File: config.mk
export PLATFORM = sky130hd
export DESIGN_NAME = multisim_push_serializer_flat
export DESIGN_NICKNAME = d
export VERILOG_FILES = /design/src/rtl/multisim_push_serializer_pkg.sv /design/src/rtl/multisim_push_serializer_if.sv /design/src/rtl/multisim_push_serializer_fifo.sv /design/src/rtl/multisim_push_serializer.sv /design/src/flat_wrapper.sv
export SDC_FILE = /design/constraint.sdc
export NUM_CORES = 1
export LEC_CHECK = 0
export BUFFER_PORTS_ARGS = -buffer_cell sky130_fd_sc_hd__buf_4
export CAP_MARGIN = 15
export CORE_ASPECT_RATIO = 1.2
export CORE_MARGIN = 5
export CORE_UTILIZATION = 45
export DETAILED_ROUTE_END_ITERATION = 10
export GPL_TIMING_DRIVEN = 1
export HOLD_SLACK_MARGIN = 0.08
export PLACE_DENSITY = 0.72
export SLEW_MARGIN = 40
export SYNTH_ARGS = -nofsm -noshare
export SYNTH_HDL_FRONTEND = slang
export SYNTH_SLANG_ARGS = --single-unit
File: constraint.sdc
create_clock -name clk -period 25.6 [get_ports clk]
set_input_delay 5.12 -clock clk [delete_from_list [all_inputs] [get_ports clk]]
set_output_delay 5.12 -clock clk [all_outputs]
set_load 0.02 [all_outputs]
File: src/rtl/multisim_push_serializer_pkg.sv
// Shared types and elaboration helpers for the multisim push serializer.
// Beat count is the ceiling of payload width over beat width.
package multisim_pkg;

    typedef enum logic {
        IDLE = 1'b0,
        SEND = 1'b1
    } ser_state_e;

    function automatic int beats_for(input int in_w, input int out_w);
        return (in_w + out_w - 1) / out_w;
    endfunction

    function automatic bit cfg_ok(input int in_w, input int out_w, input int depth);
        return (in_w >= 1) && (out_w >= 1) && (depth >= 2) && ((depth & (depth - 1)) == 0);
    endfunction

endpackage

File: src/rtl/multisim_push_serializer_if.sv
// Word-in / beat-out stream bundle; slave is the serializer, master is its feeder and sink.
interface multisim_push_serializer_if #(
    parameter int IN_WIDTH   = 256,
    parameter int OUT_WIDTH  = 64,
    parameter int FIFO_DEPTH = 4
);
    localparam int LVL_W = $clog2(FIFO_DEPTH + 1);

    logic                 in_vld;
    logic                 in_rdy;
    logic [IN_WIDTH-1:0]  in_data;
    logic                 out_vld;
    logic                 out_rdy;
    logic [OUT_WIDTH-1:0] out_data;
    logic                 out_last;
    logic [LVL_W-1:0]     fifo_level;

    modport master (
        output in_vld, in_data, out_rdy,
        input  in_rdy, out_vld, out_data, out_last, fifo_level
    );

    modport slave (
        input  in_vld, in_data, out_rdy,
        output in_rdy, out_vld, out_data, out_last, fifo_level
    );

endinterface

File: src/rtl/multisim_push_serializer_fifo.sv
// Synchronous FIFO with registered storage, wrap-bit pointers and a registered level.
// Read data is the head entry, valid whenever empty is low; caller never pushes when full.
module multisim_sync_fifo #(
    parameter int WIDTH = 8,
    parameter int DEPTH = 4
) (
    input  logic                       clk,
    input  logic                       rst,
    input  logic                       push,
    input  logic [WIDTH-1:0]           push_data,
    input  logic                       pop,
    output logic [WIDTH-1:0]           pop_data,
    output logic                       full,
    output logic                       empty,
    output logic [$clog2(DEPTH+1)-1:0] level
);
    localparam int AW = $clog2(DEPTH);
    localparam int LW = $clog2(DEPTH + 1);

    logic [AW:0]      wr_ptr_q, wr_ptr_d;
    logic [AW:0]      rd_ptr_q, rd_ptr_d;
    logic [LW-1:0]    level_q, level_d;
    logic [WIDTH-1:0] mem_q [DEPTH];

    always_comb begin
        wr_ptr_d = wr_ptr_q + (AW+1)'(push);
        rd_ptr_d = rd_ptr_q + (AW+1)'(pop);
        level_d  = level_q;
        case ({push, pop})
            2'b10:   level_d = level_q + LW'(1);
            2'b01:   level_d = level_q - LW'(1);
            default: level_d = level_q;
        endcase
    end

    always_ff @(posedge clk or posedge rst) begin
        if (rst) begin
            wr_ptr_q <= '0;
            rd_ptr_q <= '0;
            level_q  <= '0;
        end else begin
            wr_ptr_q <= wr_ptr_d;
            rd_ptr_q <= rd_ptr_d;
            level_q  <= level_d;
        end
    end

    // Storage needs no reset: an entry is only read after it has been written.
    always_ff @(posedge clk) begin
        if (push) begin
            mem_q[wr_ptr_q[AW-1:0]] <= push_data;
        end
    end

    assign empty    = (wr_ptr_q == rd_ptr_q);
    assign full     = (wr_ptr_q[AW] != rd_ptr_q[AW]) && (wr_ptr_q[AW-1:0] == rd_ptr_q[AW-1:0]);
    assign level    = level_q;
    assign pop_data = mem_q[rd_ptr_q[AW-1:0]];

endmodule

File: src/rtl/multisim_push_serializer.sv
// Buffers wide words in a FIFO and emits each as BEATS LSB-first beats; first beat one cycle after accept.
// in_rdy drops only when the FIFO is full; output beats hold under out_rdy stall, no bubble between words.
module multisim_push_serializer
    import multisim_pkg::*;
#(
    parameter int IN_WIDTH   = 256,
    parameter int OUT_WIDTH  = 64,
    parameter int FIFO_DEPTH = 4
) (
    input  logic                       clk,
    input  logic                       rst,
    multisim_push_serializer_if.slave  bus
);
    localparam int BEATS = beats_for(IN_WIDTH, OUT_WIDTH);
    localparam int SHW   = BEATS * OUT_WIDTH;
    localparam int BW    = (BEATS > 1) ? $clog2(BEATS) : 1;
    localparam int LW    = $clog2(FIFO_DEPTH + 1);
    localparam logic [BW-1:0] LAST_IDX = BW'(BEATS - 1);

    if (!cfg_ok(IN_WIDTH, OUT_WIDTH, FIFO_DEPTH)) begin : g_cfg_err
        $error("multisim_push_serializer: illegal IN_WIDTH/OUT_WIDTH/FIFO_DEPTH");
    end

    logic                fifo_push;
    logic                fifo_pop;
    logic                fifo_full;
    logic                fifo_empty;
    logic [IN_WIDTH-1:0] fifo_dout;
    logic [LW-1:0]       fifo_level;

    ser_state_e     state_q, state_d;
    logic [BW-1:0]  beat_idx_q, beat_idx_d;
    logic [SHW-1:0] shift_q, shift_d;
    logic           out_vld_q, out_vld_d;
    logic           out_last_q, out_last_d;
    logic           last_beat;
    logic           xfer;

    assign bus.in_rdy     = !rst && !fifo_full;
    assign fifo_push      = bus.in_vld && bus.in_rdy;
    assign bus.fifo_level = fifo_level;

    multisim_sync_fifo #(
        .WIDTH (IN_WIDTH),
        .DEPTH (FIFO_DEPTH)
    ) u_fifo (
        .clk       (clk),
        .rst       (rst),
        .push      (fifo_push),
        .push_data (bus.in_data),
        .pop       (fifo_pop),
        .pop_data  (fifo_dout),
        .full      (fifo_full),
        .empty     (fifo_empty),
        .level     (fifo_level)
    );

    assign last_beat = (beat_idx_q == LAST_IDX);
    assign xfer      = out_vld_q && bus.out_rdy;

    always_ff @(posedge clk or posedge rst) begin
        if (rst) begin
            state_q    <= IDLE;
            beat_idx_q <= '0;
            shift_q    <= '0;
            out_vld_q  <= 1'b0;
            out_last_q <= 1'b0;
        end else begin
            state_q    <= state_d;
            beat_idx_q <= beat_idx_d;
            shift_q    <= shift_d;
            out_vld_q  <= out_vld_d;
            out_last_q <= out_last_d;
        end
    end

    // Loading zero-extends the word, which pads the upper part of the final beat.
    always_comb begin
        state_d    = state_q;
        beat_idx_d = beat_idx_q;
        shift_d    = shift_q;
        fifo_pop   = 1'b0;
        case (state_q)
            IDLE: begin
                if (!fifo_empty) begin
                    fifo_pop   = 1'b1;
                    shift_d    = SHW'(fifo_dout);
                    beat_idx_d = '0;
                    state_d    = SEND;
                end
            end
            SEND: begin
                if (xfer) begin
                    if (!last_beat) begin
                        shift_d    = shift_q >> OUT_WIDTH;
                        beat_idx_d = beat_idx_q + BW'(1);
                    end else if (!fifo_empty) begin
                        fifo_pop   = 1'b1;
                        shift_d    = SHW'(fifo_dout);
                        beat_idx_d = '0;
                    end else begin
                        shift_d    = '0;
                        beat_idx_d = '0;
                        state_d    = IDLE;
                    end
                end
            end
            default: state_d = IDLE;
        endcase
    end

    // Outputs are registered from the next-state values so they come straight from flops.
    always_comb begin
        out_vld_d  = (state_d == SEND);
        out_last_d = (state_d == SEND) && (beat_idx_d == LAST_IDX);
    end

    assign bus.out_vld  = out_vld_q;
    assign bus.out_last = out_last_q;
    assign bus.out_data = shift_q[OUT_WIDTH-1:0];

endmodule

File: src/flat_wrapper.sv
// flat-port wrapper written by rule: the top's interface ports become plain ports
module multisim_push_serializer_flat import multisim_pkg::*;
#(
    parameter int IN_WIDTH   = 256,
    parameter int OUT_WIDTH  = 64,
    parameter int FIFO_DEPTH = 4
)
  (clk, rst, bus_in_vld, bus_in_data, bus_out_rdy, bus_in_rdy, bus_out_vld, bus_out_data, bus_out_last, bus_fifo_level);
  multisim_push_serializer_if #(.IN_WIDTH(IN_WIDTH), .OUT_WIDTH(OUT_WIDTH), .FIFO_DEPTH(FIFO_DEPTH)) bus_i ();
  input  logic clk;
  input  logic rst;
  input wire logic [$bits(bus_i.in_vld)-1:0] bus_in_vld;
  input wire logic [$bits(bus_i.in_data)-1:0] bus_in_data;
  input wire logic [$bits(bus_i.out_rdy)-1:0] bus_out_rdy;
  output wire logic [$bits(bus_i.in_rdy)-1:0] bus_in_rdy;
  output wire logic [$bits(bus_i.out_vld)-1:0] bus_out_vld;
  output wire logic [$bits(bus_i.out_data)-1:0] bus_out_data;
  output wire logic [$bits(bus_i.out_last)-1:0] bus_out_last;
  output wire logic [$bits(bus_i.fifo_level)-1:0] bus_fifo_level;
  assign bus_i.in_vld = bus_in_vld;
  assign bus_i.in_data = bus_in_data;
  assign bus_i.out_rdy = bus_out_rdy;
  assign bus_in_rdy = bus_i.in_rdy;
  assign bus_out_vld = bus_i.out_vld;
  assign bus_out_data = bus_i.out_data;
  assign bus_out_last = bus_i.out_last;
  assign bus_fifo_level = bus_i.fifo_level;
  multisim_push_serializer #(.IN_WIDTH(IN_WIDTH), .OUT_WIDTH(OUT_WIDTH), .FIFO_DEPTH(FIFO_DEPTH)) u_core (.clk(clk), .rst(rst), .bus(bus_i));
endmodule
==> After elaboration in Yosys (flattened, before gate mapping) <==
Memory sizes are Yosys's and may differ from the RTL's.
Cells that the tools add are included.
{ "word_totals": {"regBits": 269, "latch_bits": 0, "ramBits": 1024, "rom_bits": 0, "word_cells": 51, "memories": 1} }
{ "classes": {"addsub": 5, "mul": 0, "n_div": 0, "order_cmp": 0, "eq_ne": 9, "shifts": 0, "muxes": 19, "bitwise_logic": 1, "reduce_logical": 9} }
{ "memory_table": {"columns": ["memory", "words", "width", "rd", "rd_clocked_by_memory_dff", "wr", "line", "text"], "rows": [
  ["u_core.u_fifo.mem_q", 4, 256, 1, 0, 1, "multisim_push_serializer_fifo.sv:23", "logic [WIDTH-1:0] mem_q [DEPTH];"]
]} }
{ "op_table": {"columns": ["operator", "n"], "rows": [
  ["256-bit two-way mux", 4],
  ["256-bit case mux with 2 select lines", 1],
  ["1-bit two-way mux", 7],
  ["3-bit by 1-bit adder with 3-bit output", 2],
  ["2-bit == test (second input constant)", 3],
  ["2-bit two-way mux", 3],
  ["3-bit case mux with 2 select lines", 1],
  ["1-bit logical AND", 5],
  ["2-bit inequality test (second input constant)", 2],
  ["1-bit case mux with 2 select lines", 2],
  ["2-bit case mux with 2 select lines", 1],
  ["3-bit by 1-bit adder with 3-bit output (second input constant)", 1],
  ["3-bit == test", 1],
  ["3-bit by 1-bit subtractor with 3-bit output (second input constant)", 1],
  ["2-bit by 1-bit adder with 2-bit output (second input constant)", 1],
  ["2-bit by 1-bit == test with 1-bit output (second input constant)", 1],
  ["2-bit == test", 1],
  ["1-bit logical NOT", 2],
  ["2-bit AND reduction", 1],
  ["2-bit nonzero test", 1],
  ["1-bit inequality test", 1],
  ["1-bit NOT", 1]
]} }

==> Depth between registers and ports, before layout <==
Gate-level depths: netlist of the first run.
{ "logic_depth": {"word_depth": 7, "mapped_depth": 10} }

==> Modules after synthesis <==
Synthesis of the first run repeated with hierarchy kept, for this count alone.
{ "hier_totals": {"cells_unflattened": 2290, "hier_area_um2": 49697.7} }
{ "by_module_without_submodules": {"columns": ["module", "n_inst", "cells_per_inst", "area_each_um2", "seq_area_each_um2"], "rows": [
  ["multisim_sync_fifo", 1, 1373, 37607.3, 30974.7],
  ["multisim_push_serializer", 1, 917, 12090.3, 6506.2]
]} }

==> Worst setup path before layout of the first run <==
OpenSTA, ideal clock, no wires.
{ "synth_path": {"path_type": "input port to flip-flop", "startpoint": "in rst", "endpoint": "mem u_core.u_fifo.mem_q[1][0] (netlist bit) (enable)", "setup_time_ns": 1.239, "t_arrival_ns": 24.314, "required_time_ns": 24.361, "slack_ns": 0.047, "cell_stages": 3, "n_path_buf": 0, "cell_sequence": "a31oi_1 -> nand2_1 -> nor3b_1"} }
{ "synth_between": {"elab_chain_len": 5} }
{ "synth_lines": {"columns": ["item", "line", "text"], "rows": [
  ["start: declaration", "flat_wrapper.sv:11", "input logic rst;"],
  ["1-bit logical NOT (no source line)", null, null],
  ["1-bit logical AND", "multisim_push_serializer.sv:39", "assign bus.in_rdy = !rst && !fifo_full;"],
  ["1-bit logical AND", "multisim_push_serializer.sv:40", "assign fifo_push = bus.in_vld && bus.in_rdy;"],
  ["1-bit two-way mux", "multisim_push_serializer_fifo.sv:50", "if (push) begin"],
  ["1-bit two-way mux (implied by the code)", "multisim_push_serializer_fifo.sv:51", "mem_q[wr_ptr_q[AW-1:0]] <= push_data;"],
  ["end: declaration", "multisim_push_serializer_fifo.sv:23", null]
]} }
No other way between the ends.

==> Worst setup path after layout of the first run <==
{ "layout_path": {"startpoint": "in rst", "endpoint": "out bus_in_rdy"} }
{ "layout_between": {"elab_chain_len": 2} }
{ "layout_lines": {"columns": ["item", "line", "text"], "rows": [
  ["1-bit logical NOT (no source line)", null, null],
  ["1-bit logical AND", "multisim_push_serializer.sv:39", null],
  ["end: declaration", "flat_wrapper.sv:15", "output wire logic [$bits(bus_i.in_rdy)-1:0] bus_in_rdy;"]
]} }
No other way between the ends.

==> results of run 1 <==
layout make-up:
| type | count | area [µm²] |
|---|---|---|
| Tap cell | 1407 | 1760 |
| Timing Repair Buffer | 378 | 3130 |
| Antenna cell | 21 | 52.6 |
| Multi-Input combinational cell | 941 | 9890 |
| Sequential cell | 1293 | 37500 |
| Fill cell | 8179 | 51200 |
| Clock buffer | 161 | 3290 |
| Inverter | 3 | 23.8 |
| Clock inverter | 69 | 686 |
flip-flops by register name (all words and copies together), names as in the netlist:
name,count
u_core.beat_idx_q,2
u_core.bus.out_last,1
u_core.shift_q,256
u_core.state_q,1
u_core.u_fifo.level,3
u_core.u_fifo.mem_q,1024
u_core.u_fifo.rd_ptr_q,3
u_core.u_fifo.wr_ptr_q,3
layer usage:
layer	up-vias	GRT usage, %
met5	-	0
met1	12800	26.1
li1	10500	-
met2	964	31.2
met4	16	5.31
met3	151	5.42
worst paths after layout:
kind / start / endpoint
setup / recovery: rst / bus_in_rdy
hold / removal: u_core.shift_q[29] / u_core.shift_q[29]
setup reg to reg: u_core.u_fifo.rd_ptr_q[1] / u_core.u_fifo.mem_q[1][120]
hold reg to reg: u_core.shift_q[29] / u_core.shift_q[29]
max in group asynchronous: rst / u_core.shift_q[215]
min in group asynchronous: rst / u_core.beat_idx_q[1]
critical path, cell delays in order:
cell and delay [ns]:
buf_4 0.14, a31oi_1 0.24, buf_4 0.20
power by group:
group / internal, µW / total, µW / switching (µW)
registers: 2700 / 2930 / 228
clock network: 1020 / 1780 / 760
logic: 732 / 1650 / 919
logic make-up after synthesis:
logic type	synth area share (%)
and+or+nand+nor	3.16
AOI/OAI and AO/OA	4.78
muxes	11.9
xor gates and xnor gates	0.199
adders and majority gates	0.196
DFF	77.3
buffers and inverters	2.45
metrics by stage:
step,setup slack (ns),instance area (µm²),std cells,total power (µW)
6_report,14.79,56300,4273,6360
5_1_grt,14.73,56300,4264,6660
4_1_cts,14.78,56200,4251,6420
3_5_place_dp,14.78,52200,4021,4640
3_3_place_gp,14.81,52000,4010,4550
2_1_floorplan,0.0472,48500,2459,4230
placed cells by master (no fill, tap or decap), drive strengths merged, types with 11 or more instances in the layout:
master	Yosys	routed
mux4	256	256
diode	0	21
buf	152	378
clkbuf	70	161
edfxtp	1024	1024
bufinv	0	11
dfrtp	269	269
clkinv	0	51
a221oi	192	192
a22o	64	64
nor2	386	386
==> metrics.md, run 1 <==
| Metric | Value |
|---|---|
| Synthesized area | `48,500 µm²` |
| Clk root buf | `clkbuf_16` |
| DR top layer | `met5` |
| Drt pass-1 iters | `6` |
| Reg clk slew, reported paths | `0.06 ns` |
| Final core occ | `52.4%` |
| Final setup violation count | `0` |
| WL met1 | `43.6 mm` |
| Setup CP Type | `in2out` |
| CTS Buf Count | `~120` |
| Top post-synthesis cells by area | `edfxtp_1, dfrtp_1, mux4_2` |
| Initial antenna violation count | `27` |
| Pleak | `a little under 0.02 µW` |
| Count of cell types in the netlist | `32` |
| Nets | `3,005` |
| RD Place Congestion | `roughly 0.74` |
| Post-CTS setup buffers | `0` |
| Final wirelength | `roughly 110 mm` |
| Met3 WL | `about 9.0 mm` |
| Row cnt | `132` |
| Sink Count | `1,293` |
| Mapped Cells | `2,459` |
| Reg-to-reg slack, setup | `21.32 ns` |
| Worst Tran Pin Value | `0.921 ns` |
| Ports | `330` |
| Post-synth top area share | `63.4%` |
| Syn_area_per_cell | `19.7 µm²` |
| Sequential area share after synthesis | `77.3%` |
| PostCTS Resize Cnt | `0` |
| Vias in the first global route | `25,500` |
| Post-synth EDFFs | `1,024` |
| Cells on worst reg2reg path | `7` |
| Vias per cell | `5.71` |
| Fin crit period | `~11 ns` |
| Fin crit share | `42.2%` |
| Worst-skew pair later-pin latency | `0.72 ns` |
| Die H | `370 µm` |
| Synthesis-to-layout area growth | `16.1%` |
| Min-Delay Path Class | `reg2reg` |
| DP HPWL | `65.6 mm` |
| Htree depth | `3` |
| Post-synth top area cell | `edfxtp_1` |
| Routed Antenna Nets | `0` |
| Hold WS | `approximately 0.50 ns` |
| Syn nets | `2,726` |
| Peak supply drop | `between 0.08 and 0.09 mV` |
| Die Wd | `310 µm` |
| CTS tree | `done` |
| Final routed DRC violation total | `0` |
| Largest net degree at the start of global routing | `136` |
| First-pass GRT wire length | `166 mm` |
| Slew margin rel. | `38.6%` |
| Max-slew violations | `0` |
| Overflow after GRT | `0` |
| GRT Util Overall | `19.3%` |
| Met2 WL | `55.6 mm` |
| Max-cap viol count | `0` |
| CTS max path bufs | `3` |
| Fmax | `about 92 MHz` |
| Yosys reg bits | `1,293` |
| Top cells by count, synth | `edfxtp_1, nor2_1, dfrtp_1` |
| Status | `complete, no violations` |
| Pwr dens | `~110 nW/µm²` |
| Async SR Flop Fraction | `about a fifth` |
| Die area | `114,000 µm²` |
| Layout cells sized above 1 | `between 20 and 30%` |
| Count leader, synth | `edfxtp_1` |
| Placeable Area | `about 110,000 µm²` |
| CP Capture Type | `output port` |
| Layout Skew | `between 0.02 and 0.025 ns` |
| Primary FF master, synth | `edfxtp_1` |
| Avg WL per Cell | `25.9 µm` |
| Startpoint Class | `input port` |
| RSZ-0062 raised after global routing | `no` |
| Ys Warns | `0` |
| Worst endpoint required time | `20.48 ns` |
| Worst EP arrival | `5.69 ns` |
| Setup TNS | `0 ns` |
| Hold Buf Count CTS | `0` |
| Initial Util | `45.1%` |
| Final Hold Fails | `0` |
| CP max FO | `2` |
| Port Buffers | `329` |
| Hold Crit Depth | `2` |
| Drt first-iter violations | `2,278` |
| DR vias | `approximately 24,000` |
Note: power is estimated with default switching activity, not from simulation.
==> run 2: changes to the inputs <==
- clock period: 25.6 -> 10.85 ns (I/O delays scaled with it)
==> run 2 against run 1 <==
Clock power up 130%. Design area about the same. Via count up 1.0%. Largest power group unchanged. Critical path type unchanged. Core utilization barely moved. Critical path depth is the same. Count of clock-buffer cells in the layout up 3.
==> metrics.md, run 2 (synthesis results as in run 1) <==
| Metric | Value |
|---|---|
| Status | `complete, no violations` |
| Pwr dens | `266 nW/µm²` |
| DR vias | `24,600` |
| PostCTS Resize Cnt | `0` |
| Htree depth | `3` |
| Max-cap viol count | `0` |
| Hold Buf Count CTS | `0` |
| GRT Util Overall | `19.9%` |
| Worst endpoint required time | `8.68 ns` |
| Hold Startpoint | `u_core.u_fifo.level[2]` |
| Vias per cell | `5.76` |
| Placeable Area | `108,000 µm²` |
| Largest net degree at the start of global routing | `159` |
| Max-slew violations | `0` |
| Worst R2R End | `u_core.u_fifo.mem_q[3][188]` |
| Port Buffers | `329` |
| Worst flop-to-flop path startpoint | `u_core.u_fifo.rd_ptr_q[1]` |
| Slew margin rel. | `39.8%` |
| Peak supply drop | `0.172 mV` |
| RD Place Congestion | `between 0.7 and 0.8` |
| RSZ-0062 raised after global routing | `no` |
| Die Wd | `310 µm` |
| Drt first-iter violations | `2,224` |
| First-pass GRT wire length | `170 mm` |
| CTS tree | `done` |
| Initial antenna violation count | `63` |
| Clk root buf | `clkbuf_16` |
| Pleak | `0.0195 µW` |
| Overflow after GRT | `0` |
| Fmax | `between 200 and 250 MHz` |
| Commonest non-fill, non-tap cells in the layout | `edfxtp_1, nor2_1, buf_4` |
| Worst hold endpoint | `u_core.u_fifo.level[2]` |
| Row cnt | `132` |
| Fin crit period | `4.92 ns` |
| Sink Count | `between 1,000 and 1,500` |
| Avg WL per Cell | `26.6 µm` |
| Layout Skew | `~0.031 ns` |
| Min-Delay Path Class | `reg2reg` |
| Die H | `370 µm` |
| Worst EP arrival | `2.75 ns` |
| Layout cells sized above 1 | `29.0%` |
| Drt pass-1 iters | `5` |
| CTS max path bufs | `3` |
| Vias in the first global route | `25,800` |
| Synthesis-to-layout area growth | `16.1%` |
| Reg clk slew, reported paths | `0.06 ns` |
| Nets | `2,996` |
| CP Capture Type | `output port` |
| Setup TNS | `0 ns` |
| Final wirelength | `114 mm` |
| Largest register FFs | `1,024` |
| Fin crit share | `45.3%` |
| Initial Util | `45.1%` |
| CTS Buf Count | `around 120` |
| Post-CTS setup buffers | `0` |
| Startpoint Class | `input port` |
| Ports | `330` |
| Worst-skew pair later-pin latency | `0.73 ns` |
| DP HPWL | `67.8 mm` |
| Die area | `114,000 µm²` |
| Final Hold Fails | `0` |
| Final core occ | `52.4%` |
| Setup CP Type | `in2out` |
| Final routed DRC violation total | `0` |
| Hold Crit Depth | `1` |
| Fill count | `8,271` |
| Reg-to-reg slack, setup | `6.82 ns` |
| Cells on worst reg2reg path | `8` |
| Leading cell type in the layout, fill and taps excluded | `edfxtp_1` |
| Final setup violation count | `0` |
| CP max FO | `2` |
| Routed Antenna Nets | `0` |
| Worst Tran Pin Value | `0.903 ns` |
## run 2: cell type report
class                      count  area [µm²]  share of cell area (%)
multi-input combinational    941        9920                    17.6
inverter                       3        23.8                  0.0422
clock inverter                60         613                    1.09
clock buffer                 164        3310                    5.87
sequential                  1293       37500                    66.6
tap                         1407        1760                    3.13
timing repair buffer         373        3100                    5.50
antenna                       38        95.1                   0.169
## run 2: worst max-delay path by stage
stage                                             end  from  cells past startpoint
after floorplan             u_core.u_fifo.mem_q[1][0]   rst                      3
after global placement    u_core.u_fifo.mem_q[3][212]   rst                      7
after detailed placement  u_core.u_fifo.mem_q[3][188]   rst                      8
after CTS                                  bus_in_rdy   rst                      3
after global routing                       bus_in_rdy   rst                      3
final                                      bus_in_rdy   rst                      3
## run 2: metal layers
metal	global-route usage [%]	share of wire [%]
met3	6.42	9.1
met1	26.7	39
met4	7.10	2.8
met2	30.9	49
met5	0	0.23
## run 2: worst max-delay path, cell delays in order
cell and delay, ns:
buf_4 0.14, a31oi_1 0.23, buf_4 0.20
## run 2: power by group
part / total (µW) / switching, µW / internal, µW
combinational: 3900 / 2160 / 1740
clock: 4150 / 1800 / 2350
sequential: 6950 / 582 / 6370
total: 15000 / 4540 / 10500
## run 2: metrics by stage
stage	total power, µW	hold WS, ns	instances	cell area (µm²)	setup WS (ns)
3_5_place_dp	11000	0.464	4014	52200	5.68
6_report	15000	0.473	4279	56300	5.93
4_1_cts	15100	0.476	4238	56100	5.94
5_1_grt	15700	0.509	4265	56300	5.92
3_3_place_gp	10800	0.459	4007	52000	5.31
2_1_floorplan	9810	0.466	2459	48500	0.940
